`config.mk`:
```
export PLATFORM = sky130hd
export DESIGN_NAME = counter_multi_ch
export DESIGN_NICKNAME = d
export VERILOG_FILES = /design/src/rtl/counter_pkg.sv /design/src/rtl/counter_ch.sv /design/src/rtl/counter_multi_ch.sv
export SDC_FILE = /design/constraint.sdc
export NUM_CORES = 1
export LEC_CHECK = 0
export CAP_MARGIN = 30
export CORE_ASPECT_RATIO = 1.75
export CORE_MARGIN = 2
export CORE_UTILIZATION = 30
export CTS_BUF_LIST = sky130_fd_sc_hd__clkbuf_16
export DETAILED_ROUTE_END_ITERATION = 8
export HOLD_SLACK_MARGIN = 0.05
export SKIP_CTS_REPAIR_TIMING = 1
export SYNTH_ARGS = -nofsm -noshare
export SYNTH_HDL_FRONTEND = slang
export SYNTH_SLANG_ARGS = --single-unit
```
`constraint.sdc`:
```
create_clock -name clk -period 3.66 [get_ports clk]
set_clock_uncertainty 0.15 [all_clocks]
set_input_delay 0.732 -clock clk [delete_from_list [all_inputs] [get_ports clk]]
set_output_delay 0.732 -clock clk [all_outputs]
set_load 0.03 [all_outputs]
```
`src/rtl/counter_pkg.sv`:
```
// Shared types and default sizes for the multi-channel counter.
// Imported by counter_ch, counter_multi_ch and the bench.
package counter_pkg;

   localparam int DEF_WIDTH  = 8;
   localparam int DEF_NUM_CH = 4;

   // Boundary behaviour, cast directly from the sat_mode pin
   typedef enum logic {
      CNT_WRAP = 1'b0,
      CNT_SAT  = 1'b1
   } cnt_mode_e;

   // Direction encoding on up_dn
   localparam logic CNT_UP = 1'b1;
   localparam logic CNT_DN = 1'b0;

endpackage

```
`src/rtl/counter_ch.sv`:
```
// One counter channel: count, tc and sticky ovf registers.
// Ports: clk, rst (sync, active low), en, up_dn, load, load_val,
//   limit, mode, clr_ovf in; count, tc, ovf registered out.
module counter_ch
   import counter_pkg::*;
#(
   parameter int WIDTH = DEF_WIDTH
) (
   input  logic             clk,
   input  logic             rst,
   input  logic             en,
   input  logic             up_dn,
   input  logic             load,
   input  logic [WIDTH-1:0] load_val,
   input  logic [WIDTH-1:0] limit,
   input  cnt_mode_e        mode,
   input  logic             clr_ovf,
   output logic [WIDTH-1:0] count,
   output logic             tc,
   output logic             ovf
);

   logic [WIDTH-1:0] count_nxt;
   logic             at_bound;

   // Boundary compare is done before the +/-1, so the
   // arithmetic never carries or borrows out of WIDTH.
   // Using >= also catches a count stranded above a
   // freshly lowered limit.
   always_comb begin
      count_nxt = count;
      at_bound  = 1'b0;
      if (load) begin
         count_nxt = (load_val > limit) ? limit : load_val;
      end else if (en) begin
         if (up_dn == CNT_UP) begin
            if (count >= limit) begin
               at_bound  = 1'b1;
               count_nxt = (mode == CNT_SAT) ? limit : '0;
            end else begin
               count_nxt = count + 1'b1;
            end
         end else begin
            if (count == '0) begin
               at_bound  = 1'b1;
               count_nxt = (mode == CNT_SAT) ? '0 : limit;
            end else begin
               count_nxt = count - 1'b1;
            end
         end
      end
   end

   always_ff @(posedge clk) begin
      if (!rst) begin
         count <= '0;
         tc    <= 1'b0;
         ovf   <= 1'b0;
      end else begin
         count <= count_nxt;
         tc    <= at_bound;
         // A new event beats a clear in the same cycle
         if (at_bound)
            ovf <= 1'b1;
         else if (clr_ovf)
            ovf <= 1'b0;
      end
   end

endmodule

```
`src/rtl/counter_multi_ch.sv`:
```
// NUM_CH independent up/down counters sharing limit and mode.
// Ports: clk, rst (sync, active low), per-channel en, up_dn, load,
//   clr_ovf, packed load_val; shared limit, sat_mode;
//   out packed count, per-channel tc and sticky ovf.
module counter_multi_ch
   import counter_pkg::*;
#(
   parameter int WIDTH  = DEF_WIDTH,
   parameter int NUM_CH = DEF_NUM_CH
) (
   input  logic                    clk,
   input  logic                    rst,
   input  logic [NUM_CH-1:0]       en,
   input  logic [NUM_CH-1:0]       up_dn,
   input  logic [NUM_CH-1:0]       load,
   input  logic [NUM_CH*WIDTH-1:0] load_val,
   input  logic [WIDTH-1:0]        limit,
   input  logic                    sat_mode,
   input  logic [NUM_CH-1:0]       clr_ovf,
   output logic [NUM_CH*WIDTH-1:0] count,
   output logic [NUM_CH-1:0]       tc,
   output logic [NUM_CH-1:0]       ovf
);

   cnt_mode_e mode;

   assign mode = cnt_mode_e'(sat_mode);

   for (genvar i = 0; i < NUM_CH; i++) begin : g_ch
      counter_ch #(
         .WIDTH(WIDTH)
      ) u_ch (
         .clk     (clk),
         .rst     (rst),
         .en      (en[i]),
         .up_dn   (up_dn[i]),
         .load    (load[i]),
         .load_val(load_val[i*WIDTH +: WIDTH]),
         .limit   (limit),
         .mode    (mode),
         .clr_ovf (clr_ovf[i]),
         .count   (count[i*WIDTH +: WIDTH]),
         .tc      (tc[i]),
         .ovf     (ovf[i])
      );
   end

endmodule

```
# == Word level (Yosys, flattened, before mapping) ==
# Cells that the tools add are included.
# classes
n_reduce_logical,12
n_addsub,8
n_lt_le_gt_ge,8
muxes,54
# op_table
cell,count
$mux 8,26
$add 8x1->8 const B,4
$ge 8x8->1,4
$gt 8x8->1,4
$logic_not 8->1,4
$sub 8x1->8 const B,4
$mux 1,28
$reduce_bool 2->1,8
# word_totals
in_bits,59
out_inout_bits,40
wordCells,94
ff_bits,40

# == Longest topological paths before layout ==
# depth
ltp_word,6
depth_mapped,10
ltp_nobuf,8

# == Hierarchy ==
# From an unflattened synthesis, not the netlist that was laid out.
# unflattened
cells_unflattened,832
hier_area_um2,6281.0
# modules_own_cells
mod,area_each_um2,cells_per_inst,seq_area_each_um2,n_inst
counter_ch,1570.3,208,200.2,4

# == Least setup slack after synthesis ==
# Ideal clock, no wire load.
# synth_path
kind,input-to-reg
startpoint,in limit[4]
endpoint,reg g_ch[1].u_ch.count[6]
path_stages,8
setup_slack_ns,0.544
arrival_time_ns,2.896
setup_ns,0.070
t_required_ns,3.440
n_path_buf,0
cell_sequence,inv_1 > ha_1 > a21oi_1 > o221ai_1 > a21oi_1 > mux2_2 > a221o_1 > a21oi_1
# synth_via
elab_chain_cells,5
word_cells_on_any_way,7
cone_classes,order compare (2); mux (5)
# synth_lines
element,line,source
from (decl),counter_multi_ch.sv:17,"input logic [WIDTH-1:0] limit,"
$ge 8x8->1,counter_ch.sv:37,if (count >= limit) begin
$mux 8,counter_ch.sv:37,
$mux 8,counter_ch.sv:36,if (up_dn == CNT_UP) begin
$mux 8,counter_ch.sv:35,end else if (en) begin
$mux 8 *,counter_ch.sv:33,if (load) begin
to (signal assigned),counter_ch.sv:60,count <= count_nxt;
to (decl),counter_ch.sv:18,"output logic [WIDTH-1:0] count,"
# Every way passes the cells marked *; elsewhere a longest branch is shown, timed or not. The select of a mux whose other input is x is not followed.
# A chain may end at the register's enable or synchronous reset.

# == Final worst setup path ==
# layout_path
startpoint,in limit[7]
endpoint,reg g_ch[2].u_ch.count[0]
# layout_via
elab_chain_cells,5
word_cells_on_any_way,7
cone_classes,order compare (2); mux (5)
# layout_lines
element,line
$ge 8x8->1,counter_ch.sv:37
$mux 8,counter_ch.sv:37
$mux 8,counter_ch.sv:36
$mux 8,counter_ch.sv:35
$mux 8 *,counter_ch.sv:33
to (signal assigned),counter_ch.sv:60
to (decl),counter_ch.sv:18
# Marks and branches as above.

==> flow_metrics.py <==
metrics = {
    "clocking": {
        "cts_buffers": 5,
        "numClockSinks": 40,
        "cts_tree": "done",
        "clockBufferDepth": 2,
        "insertion_delay_ns": 0.29,
        "htreeDepth": 2,
        "cts_root_buf": "clkbuf_16",
        "clk_pin_slew_ns": 0.06,
    },
    "timing": {
        "slew_headroom": 0.505,
        "hold_ws_ns": 0.333,
        "hold_viol_final": 0,
        "tns_ns": 0,
        "grt_setup_unrepaired": "no",
        "worst_pin_slew_ns": 0.741,
        "period_share": 0.867,
        "slew_violations": 0,
        "period_needed_ns": 3.17,
        "finalSetupViolations": 0,
        "fmax_mhz": 315,
    },
    "worst_hold_path": {
        "hold_class": "flip-flop to flip-flop",
        "whs_path_depth": 2,
        "hold_end": "g_ch[2].u_ch.ovf$_SDFFE_PN0P_",
        "min-delay-start": "g_ch[2].u_ch.ovf$_SDFFE_PN0P_",
    },
    "setup_path": {
        "rr_endpoint": "g_ch[1].u_ch.count[0]$_SDFFE_PN0P_",
        "start_kind": "input port",
        "worstSetupPathType": "input port to flip-flop",
        "cp-end-kind": "flip-flop",
        "path_cells": "clkdlybuf4s50_1 > inv_1 > buf_4 > ha_1 > a21oi_1 > o21ai_0 > o211ai_1 > buf_4 > mux2i_1 > o22ai_1",
        "cp.arrival_ns": 3.18,
        "crit_required_ns": 3.67,
        "cpPeakStageDelay_ns": 0.50,
        "crit_path_max_fanout": 6,
        "timing.critical_path.mode_cell": "buf_4",
        "r2r.worst_path.cells": 9,
        "rrSetupSlack_ns": 0.88,
        "r2r_start": "g_ch[1].u_ch.count[0]$_SDFFE_PN0P_",
        "critPathSlowestCell": "clkdlybuf4s50_1",
    },
    "power": {
        "leakage_nw": 2.96,
        "seqPwrFrac": 0.272,
        "peakVddDrop_v": 0.000139,
        "pwr_density_cell_nw_per_um2": 305,
        "power_frac_comb": 0.532,
        "p_sw_frac": 0.429,
        "p_switching_w": 0.000927,
        "cell_internal_pwr_w": 0.00123,
        "p_total_w": 0.00216,
        "clkPwrFrac": 0.197,
    },
    "place": {
        "gp_congestion": 0.915,
        "dp_cells": 1063,
        "dp_hpwl_mm": 17.2,
        "numPortBuffers": 98,
    },
    "floorplan": {
        "die_x_um": 107,
        "core-area_um2": 18100,
        "die_height_um": 184,
        "num_io_pins": 99,
        "die_area_um2": 19600,
        "rows": 65,
        "initial_core_util": 0.307,
    },
    "logic_synthesis": {
        "syn_area_um2": 5540,
        "syn_inst": 729,
        "syn_area_per_cell_um2": 7.60,
        "synth_edf_count": 0,
        "ys_async_sr_fraction": 0,
        "ys_types": 70,
        "synth_ff_type": "dfxtp_1",
        "synth-seq-area-share": 0.145,
        "yosys-top-cells-area": "ha_1 (17%), dfxtp_1 (14%), mux2i_1 (8.1%), a21oi_1 (6.2%), o21ai_0 (4.2%)",
        "yosysWarnings": 0,
        "syn-num-nets": 864,
        "netlist.top_cell.by_area": "ha_1",
        "ys_ff_latch": 40,
        "synth_top_area_frac": 0.172,
    },
    "final_layout": {
        "most-common-layout-cells": "clkdlybuf4s50_1 (98), ha_1 (76), a21oi_1 (69)",
        "final_nets": 971,
        "fin_cells": 1068,
        "fill_cells": 1909,
        "antenna_cells": 0,
        "layout_commonest_cell": "clkdlybuf4s50_1",
        "area_growth_pct": 27.9,
        "final_core_util": 0.392,
        "layout-drive-gt1-share": 0.0911,
    },
    "routing": {
        "initialDrtViolationCount": 244,
        "vias": 6134,
        "ant_nets": 0,
        "drt_wl_total_mm": 21.6,
        "wl_per_cell_um": 20.2,
        "first_pass_iters": 4,
        "viasPerCell": 5.74,
        "drc_errors": 0,
    },
    "grt": {
        "grt_pass1_vias": 6119,
        "overflow": 0,
        "antenna_found_initial": 0,
        "grt_max_degree": 23,
        "track_usage": 0.218,
        "grt_pass1_wl_mm": 33.2,
    },
    "flow_run": {
        "drv_cap": 0,
    },
    "status": {
        "status": "finished, final reports clean",
    },
}
[worst max path at each step]
stage,from,end,slack [ns]
final,limit[7],g_ch[2].u_ch.count[0]$_SDFFE_PN0P_,0.49
after detailed placement,limit[3],g_ch[0].u_ch.count[0]$_SDFFE_PN0P_,0.22
after floorplan,limit[4],g_ch[1].u_ch.count[6]$_SDFFE_PN0P_,0.54
after global placement,limit[7],g_ch[2].u_ch.count[0]$_SDFFE_PN0P_,0.19
after global routing,limit[5],g_ch[3].u_ch.count[0]$_SDFFE_PN0P_,0.29
after CTS,limit[7],g_ch[2].u_ch.count[0]$_SDFFE_PN0P_,0.50
[synth_stat cells, types with 5 or more instances]
cell,number
ha_1,76
a21oi_1,69
nor2_1,50
o21ai_0,46
mux2i_1,45
nand2_1,44
dfxtp_1,40
inv_1,36
clkbuf_1,30
nand3_1,25
xor2_1,18
o22ai_1,17
nor3_1,16
a211oi_1,15
nand4_1,13
xnor2_1,13
nand2b_1,12
nor2b_1,12
o211ai_1,9
buf_4,8
mux2_2,8
nor3b_1,8
nor4_1,8
a221oi_1,7
o32ai_1,7
or3_1,6
a31oi_1,5
buf_2,5
or4_1,5
[layout make-up]
class / instances / area, um^2 / share of cell area
well taps: 234 / 293 / 0.0413
flip-flops and latches: 40 / 801 / 0.113
inverters: 37 / 139 / 0.0196
multi-input cells: 604 / 4360 / 0.615
clock buffers: 5 / 125 / 0.0177
repair buffers: 148 / 1370 / 0.193
[cell families (layout without fill, tap and decap cells)]
kind of cell | Yosys count | after routing | synth area share
muxes | 53 | 53 | 0.0976
adders and majority gates | 76 | 76 | 0.172
buffers and inverters | 85 | 190 | 0.0689
AOI/OAI and AO/OA | 227 | 227 | 0.268
xor gates and xnor gates | 31 | 31 | 0.0490
and+or+nand+nor | 217 | 217 | 0.201
DFF | 40 | 40 | 0.145
[critical path: cells and delay by family]
family / cells / cell delay [ns]
compound gates: 4 / 0.88
mux: 1 / 0.25
fa+ha+maj: 1 / 0.31
buf+inv: 4 / 1.01
[metrics by stage]
step / cell area, um^2 / setup slack, ns
global placement: 6960 / 0.188
floorplan: 5540 / 0.544
global route: 7080 / 0.290
detailed placement: 6960 / 0.220
finish: 7080 / 0.486
CTS: 7080 / 0.495
[power by group through the flow]
stage / Combinational (W) / Sequential, W / Clock (W)
detailed placement: 0.00113 / 0.000593 / 0
global route: 0.00125 / 0.000595 / 0.000447
floorplan: 0.000705 / 0.000604 / 0
finish: 0.00115 / 0.000586 / 0.000425
global placement: 0.00113 / 0.000592 / 0
CTS: 0.00114 / 0.000583 / 0.000434
[registers in the layout (all words and copies together) (netlist names)]
signal,count
g_ch.u_ch.count,32
g_ch.u_ch.tc,4
g_ch.u_ch.ovf,4
[layer usage]
| metal | wire (um) | track usage | part of all wire | vias to the layer above |
|---|---|---|---|---|
| met4 | 1380 | 0.135 | 0.064 | 0 |
| li1 | - | - | - | 2951 |
| met1 | 7900 | 0.236 | 0.37 | 2878 |
| met3 | 947 | 0.0149 | 0.044 | 72 |
| met5 | 0 | 0 | 0 | - |
| met2 | 11400 | 0.406 | 0.53 | 233 |
Note: power is estimated with default switching activity, not from simulation.
